`src/rtl/seg7_scan_ctrl.sv`:
```
`default_nettype none
// ============================================================================
// Module   : seg7_scan_ctrl
// Purpose  : N-digit multiplexed 7-segment scanner with hex font, DP/blank/
//            blink masks, leading-zero suppression, PWM dimming, anti-ghost.
// Revision : 1.0 - initial release
// ============================================================================
module seg7_scan_ctrl #(
    parameter int NUM_DIGITS  = 8,
    parameter int SCAN_DIV    = 65536,
    parameter int BLANK_CYC   = 256,
    parameter int PWM_BITS    = 4,
    parameter bit SEG_ACT_LOW = 1'b1,
    parameter bit AN_ACT_LOW  = 1'b1
) (
    input  logic                      clk,
    input  logic                      rst_n,
    input  logic [4*NUM_DIGITS-1:0]   digits_i,
    input  logic [NUM_DIGITS-1:0]     dp_mask,
    input  logic [NUM_DIGITS-1:0]     blank_mask,
    input  logic [NUM_DIGITS-1:0]     blink_mask,
    input  logic                      blink_phase,
    input  logic                      lz_en,
    input  logic [PWM_BITS-1:0]       brightness,
    output logic [7:0]                seg_out,
    output logic [NUM_DIGITS-1:0]     an_out,
    output logic                      frame_tick
);

    localparam int                    c_CW      = $clog2(SCAN_DIV);
    localparam int                    c_IW      = $clog2(NUM_DIGITS);
    localparam logic [7:0]            c_SEG_OFF = SEG_ACT_LOW ? 8'hFF : 8'h00;
    localparam logic [NUM_DIGITS-1:0] c_AN_OFF  = AN_ACT_LOW ? {NUM_DIGITS{1'b1}} : {NUM_DIGITS{1'b0}};

    if (SCAN_DIV < BLANK_CYC + 2**PWM_BITS) begin : g_bad_timing
        $error("seg7_scan_ctrl: SCAN_DIV must be >= BLANK_CYC + 2**PWM_BITS");
    end
    if (NUM_DIGITS < 2 || NUM_DIGITS > 16) begin : g_bad_digits
        $error("seg7_scan_ctrl: NUM_DIGITS must be within 2..16");
    end

    logic [c_CW-1:0]       slot_cnt_q, slot_cnt_d;
    logic [c_IW-1:0]       idx_q, idx_d;
    logic [3:0]            snap_nib_q;
    logic                  snap_dp_q;
    logic                  snap_dark_q;
    logic [PWM_BITS-1:0]   snap_bri_q;
    logic                  tick_pend_q;
    logic [7:0]            seg_q, seg_d;
    logic [NUM_DIGITS-1:0] an_q, an_d;
    logic                  frame_q;

    logic                  w_slot_start, w_slot_last, w_idx_last, w_upper_zero;
    logic [3:0]            w_live_nib, w_nib;
    logic                  w_live_dp, w_live_dark, w_dp, w_dark, w_lit;
    logic [PWM_BITS-1:0]   w_bri, w_pwm;
    logic [7:0]            w_seg_act;
    logic [NUM_DIGITS-1:0] w_an_act;

    function automatic logic [6:0] font7(input logic [3:0] n);
        case (n)
            4'h0: font7 = 7'h3F;  4'h1: font7 = 7'h06;  4'h2: font7 = 7'h5B;  4'h3: font7 = 7'h4F;
            4'h4: font7 = 7'h66;  4'h5: font7 = 7'h6D;  4'h6: font7 = 7'h7D;  4'h7: font7 = 7'h07;
            4'h8: font7 = 7'h7F;  4'h9: font7 = 7'h6F;  4'hA: font7 = 7'h77;  4'hB: font7 = 7'h7C;
            4'hC: font7 = 7'h39;  4'hD: font7 = 7'h5E;  4'hE: font7 = 7'h79;  default: font7 = 7'h71;
        endcase
    endfunction

    assign w_slot_start = (slot_cnt_q == '0);
    assign w_slot_last  = (slot_cnt_q == c_CW'(SCAN_DIV - 1));
    assign w_idx_last   = (idx_q == c_IW'(NUM_DIGITS - 1));
    assign slot_cnt_d   = w_slot_last ? '0 : slot_cnt_q + c_CW'(1);
    assign idx_d        = !w_slot_last ? idx_q : (w_idx_last ? '0 : idx_q + c_IW'(1));

    // Leading zero: this digit and every more-significant digit hold zero.
    always_comb begin
        w_upper_zero = 1'b1;
        for (int k = 0; k < NUM_DIGITS; k++) begin
            if (k >= int'(idx_q) && digits_i[4*k +: 4] != 4'h0) begin
                w_upper_zero = 1'b0;
            end
        end
    end

    assign w_live_nib  = digits_i[4*idx_q +: 4];
    assign w_live_dp   = dp_mask[idx_q];
    assign w_live_dark = blank_mask[idx_q] | (blink_mask[idx_q] & blink_phase)
                       | (lz_en & (idx_q != '0) & w_upper_zero);

    // The first cycle of a slot uses the live values the snapshot is taking.
    assign w_nib  = w_slot_start ? w_live_nib  : snap_nib_q;
    assign w_dp   = w_slot_start ? w_live_dp   : snap_dp_q;
    assign w_dark = w_slot_start ? w_live_dark : snap_dark_q;
    assign w_bri  = w_slot_start ? brightness  : snap_bri_q;
    assign w_pwm  = slot_cnt_q[PWM_BITS-1:0];

    assign w_lit     = (slot_cnt_q >= c_CW'(BLANK_CYC)) & ~w_dark
                     & ((w_bri == '1) | (w_pwm < w_bri));
    assign w_seg_act = w_lit ? {w_dp, font7(w_nib)} : 8'h00;
    assign w_an_act  = w_lit ? (NUM_DIGITS'(1) << idx_q) : '0;
    assign seg_d     = SEG_ACT_LOW ? ~w_seg_act : w_seg_act;
    assign an_d      = AN_ACT_LOW  ? ~w_an_act  : w_an_act;

    always_ff @(posedge clk or negedge rst_n) begin
        if (!rst_n) begin
            slot_cnt_q  <= '0;
            idx_q       <= '0;
            snap_nib_q  <= '0;
            snap_dp_q   <= 1'b0;
            snap_dark_q <= 1'b1;
            snap_bri_q  <= '0;
            tick_pend_q <= 1'b0;
            seg_q       <= c_SEG_OFF;
            an_q        <= c_AN_OFF;
            frame_q     <= 1'b0;
        end else begin
            slot_cnt_q  <= slot_cnt_d;
            idx_q       <= idx_d;
            if (w_slot_start) begin
                snap_nib_q  <= w_live_nib;
                snap_dp_q   <= w_live_dp;
                snap_dark_q <= w_live_dark;
                snap_bri_q  <= brightness;
            end
            // Delay one cycle so the pulse lines up with digit 0's first output.
            tick_pend_q <= w_slot_last & w_idx_last;
            frame_q     <= tick_pend_q;
            seg_q       <= seg_d;
            an_q        <= an_d;
        end
    end

    assign seg_out    = seg_q;
    assign an_out     = an_q;
    assign frame_tick = frame_q;

endmodule
`default_nettype wire

```
`config.mk`:
```
export PLATFORM = sky130hd
export DESIGN_NAME = seg7_scan_ctrl
export DESIGN_NICKNAME = d
export VERILOG_FILES = /design/src/rtl/seg7_scan_ctrl.sv
export SDC_FILE = /design/constraint.sdc
export NUM_CORES = 1
export LEC_CHECK = 0
export CAP_MARGIN = 40
export CORE_ASPECT_RATIO = 1.5
export CORE_MARGIN = 2
export CORE_UTILIZATION = 50
export DETAILED_ROUTE_END_ITERATION = 10
export GPL_TIMING_DRIVEN = 1
export PLACE_DENSITY = 0.85
export SLEW_MARGIN = 5
export SYNTH_ARGS = -nofsm -noshare
export SYNTH_HDL_FRONTEND = slang
export SYNTH_SLANG_ARGS = --single-unit
```
`constraint.sdc`:
```
create_clock -name clk -period 7.7 [get_ports clk]
set_clock_uncertainty 0.2 [all_clocks]
set_input_delay 0.77 -clock clk [delete_from_list [all_inputs] [get_ports clk]]
set_output_delay 0.77 -clock clk [all_outputs]
set_load 0.05 [all_outputs]
```
==> metrics.cfg <==
[status]
outcome = completed

[yosys]
yosysWarnings = 0
synth_top_area_cell = dfrtp_1
yosysMostFrequentCell = dfrtp_1
ys_seq_elements = 47
synthMuxAreaShare = 0.170
yosys-top-cells-count = dfrtp_1 (30), nand2_1 (24), dfstp_2 (17), ha_1 (17), nor2_1 (16)
synthDistinctLibCells = 46
synth_fp_nets = 340
synth_top_area_share = 0.263
async_reset_ff_frac = 1.00
syn_area_um2 = 2860
synth-edff-count = 0
synth_flop_cell = dfrtp_1
synthCells = 259
synth_fa_ha_area_frac = 0.0745
synth_top_family_by_area = multiplexers
synth_simple_gate_area_share = 0.168
synth_compound_area_frac = 0.0889
avgSynthCellArea_um2 = 11.0
synth_seq_area_share = 0.419
yosys.area_share.xor_xnor = 0.0429
synthTopCellsByArea = dfrtp_1 (26%), dfstp_2 (16%), mux4_2 (11%)

[floorplanning]
rows = 33
core-area_um2 = 5490
die_h_um = 96.6
die_width_um = 65.7
die_area_um2 = 6350
start_util = 0.520
ioPinCount = 81

[final_layout]
final_nets = 419
fin_cells = 409
layout-drive-gt1-share = 0.159
syn2layout_area_growth_pct = 34.0
final_cell_area_um2 = 3830
antenna_cells = 0
n_fill_cell = 417

[timing]
slew_headroom = 0.494
worst_slew_pin_slew_ns = 0.759
setup_tns_ns = 0
hold_viol = 0
fin_ws_ns = 3.51
min_period_ns = 4.19
slew_viol_final = 0
finalCritPeriodShare = 0.544
rsz0062_at_grt = false
fmax_mhz = 239
setup_violations = 0

[clock_network]
clk_pin_slew_ns = 0.08
insertion_delay_ns = 0.29
cts_sinks = 47
cts_tree = done
cts_hold_buffers = 0
postCtsSetupRepairBufs = 0
htree_levels = 2
ctsRootBufferMaster = clkbuf_8
ctsResizeCount = 0
cts_max_path_buffers = 2
numCtsBuffers = 5

[placed_design]
dpl_worst_slack_ns = 3.61
gp_congestion = 0.937
place_inst = 401
dpl.hpwl_um = 5650
numPortBuffers = 80
dpl_cell_area_um2 = 3730

[critical_path]
cp-end-kind = flop
critical_path_required_ns = 7.67
start_kind = flop
worstPathArrival_ns = 4.16
path_class = flop to flop
crit_path_max_fanout = 24
cpMaxStageDelayCell = a211oi_4
cpPeakStageDelay_ns = 0.63
cp_cell_sequence = inv_1 -> ha_1 -> nor4b_2 -> nand4_2 -> mux2_2 -> inv_1 -> ha_1 -> nor3_1 -> nand2_1 -> or2_0 -> a41o_1 -> a211oi_4 -> o311ai_0

[grt]
antenna_found_initial = 0
grt_util_met3 = 0.0452
overflow = 0
use_met1 = 0.288
top_usage_layer = met2
grt_pass1_vias = 2473
grt_max_degree = 29
grt_pass1_wl_um = 11900
gr-usage-met2 = 0.433
track_usage = 0.245

[routing]
drc = 0
drt-initial-drc-count = 255
wl_per_cell_um = 18.1
viasPerCell = 5.78
vias = 2363
ant_nets = 0
wirelength_um = 7380
drt-pass1-iter-count = 4

[power]
powerDensity_nw_per_um2 = 126
power_w = 0.000484
ir_drop_v = 0.000111
leakagePower_nw = 1.60

[min_path]
hp-class = flop to flop

[run]
maxCapViolCount = 0

-- registers in the layout, indices dropped and copies added (netlist names) --
signal / flops
slot_cnt_q: 16
an_out: 8
seg_out: 8
snap_bri_q: 4
snap_nib_q: 4
idx_q: 3
frame_tick: 1
snap_dark_q: 1
snap_dp_q: 1
tick_pend_q: 1
-- layout by cell type (no fill, tap or decap), drive strengths merged, types with 2 or more instances in the layout --
cell           synthesis  layout
o311ai                 3       3
clkdlybuf4s50          0      79
o211ai                 4       4
dfrtp                 30      30
inv                   14      14
mux2                   5       5
nor2b                  2       2
xnor2                  6       6
nand2                 24      24
and2                   5       5
buf                    4       3
a21oi                  9       9
nor3                   6       6
dfstp                 17      17
mux2i                 10      10
nor2                  16      16
and3                   3       3
ha                    17      17
nand3                 14      14
nor4                   6       6
nand4                  7       7
a211oi                 2       2
xor2                   8       8
o31ai                  2       2
mux4                  14      14
or4                    3       3
and4                   2       2
clkbuf                 6       8
o21ai                  8       8
-- through the flow --
stage | util | hold slack [ns]
floorplan | - | 0.131
global placement | 0.672 | 0.148
global route | 0.697 | 0.173
detailed placement | 0.679 | 0.148
finish | 0.697 | 0.169
CTS | 0.697 | 0.167
-- layer usage --
layer	vias to the layer above	wire [um]
met4	0	225
met2	102	3960
li1	1104	-
met1	1138	2730
met3	19	469
met5	-	0
-- worst max-delay path, delay by kind of cell (launching register included) --
kind / cells / cell delay, ns
compound gates: 3 / 1.17
simple gates: 5 / 1.34
mux: 1 / 0.43
flops: 1 / 0.44
fa+ha+maj: 2 / 0.33
buf+inv: 2 / 0.16
-- logic make-up (layout without fill, tap and decap cells) --
group / count (synthesis) / count (layout)
xor gates and xnor gates: 14 / 14
DFF: 47 / 47
buffers and inverters: 25 / 105
muxes: 29 / 29
and+or+nand+nor: 91 / 91
adders and majority gates: 17 / 17
AOI/OAI and AO/OA: 36 / 36
-- final cells by class --
class	instances	area, um^2	area share
Timing Repair Buffer	82	831	0.217
Inverter	15	56.3	0.0147
Tap cell	70	87.6	0.0229
Clock buffer	8	101	0.0265
Multi-Input combinational cell	187	1550	0.406
Sequential cell	47	1200	0.313
-- report_power, final --
group / switching (W) / internal (W)
sequential: 0.00000244 / 0.000250
combinational: 0.0000256 / 0.0000419
clock: 0.0000794 / 0.0000842
total: 0.000107 / 0.000376
-- path summary, 6_finish.rpt --
path	from	end	slack, ns	depth (start not counted)
min in group asynchronous	rst_n	slot_cnt_q[6]$_DFF_PN0_	0.22	1
min reg2reg	tick_pend_q$_DFF_PN0_	frame_tick$_DFF_PN0_	0.17	0
max in group asynchronous	rst_n	seg_out[0]$_DFF_PN1_	6.51	2
max reg2reg	slot_cnt_q[0]$_DFF_PN0_	seg_out[4]$_DFF_PN1_	3.51	13
max	slot_cnt_q[0]$_DFF_PN0_	seg_out[4]$_DFF_PN1_	3.51	13
min	tick_pend_q$_DFF_PN0_	frame_tick$_DFF_PN0_	0.17	0
(Power assumes the default switching activity.)
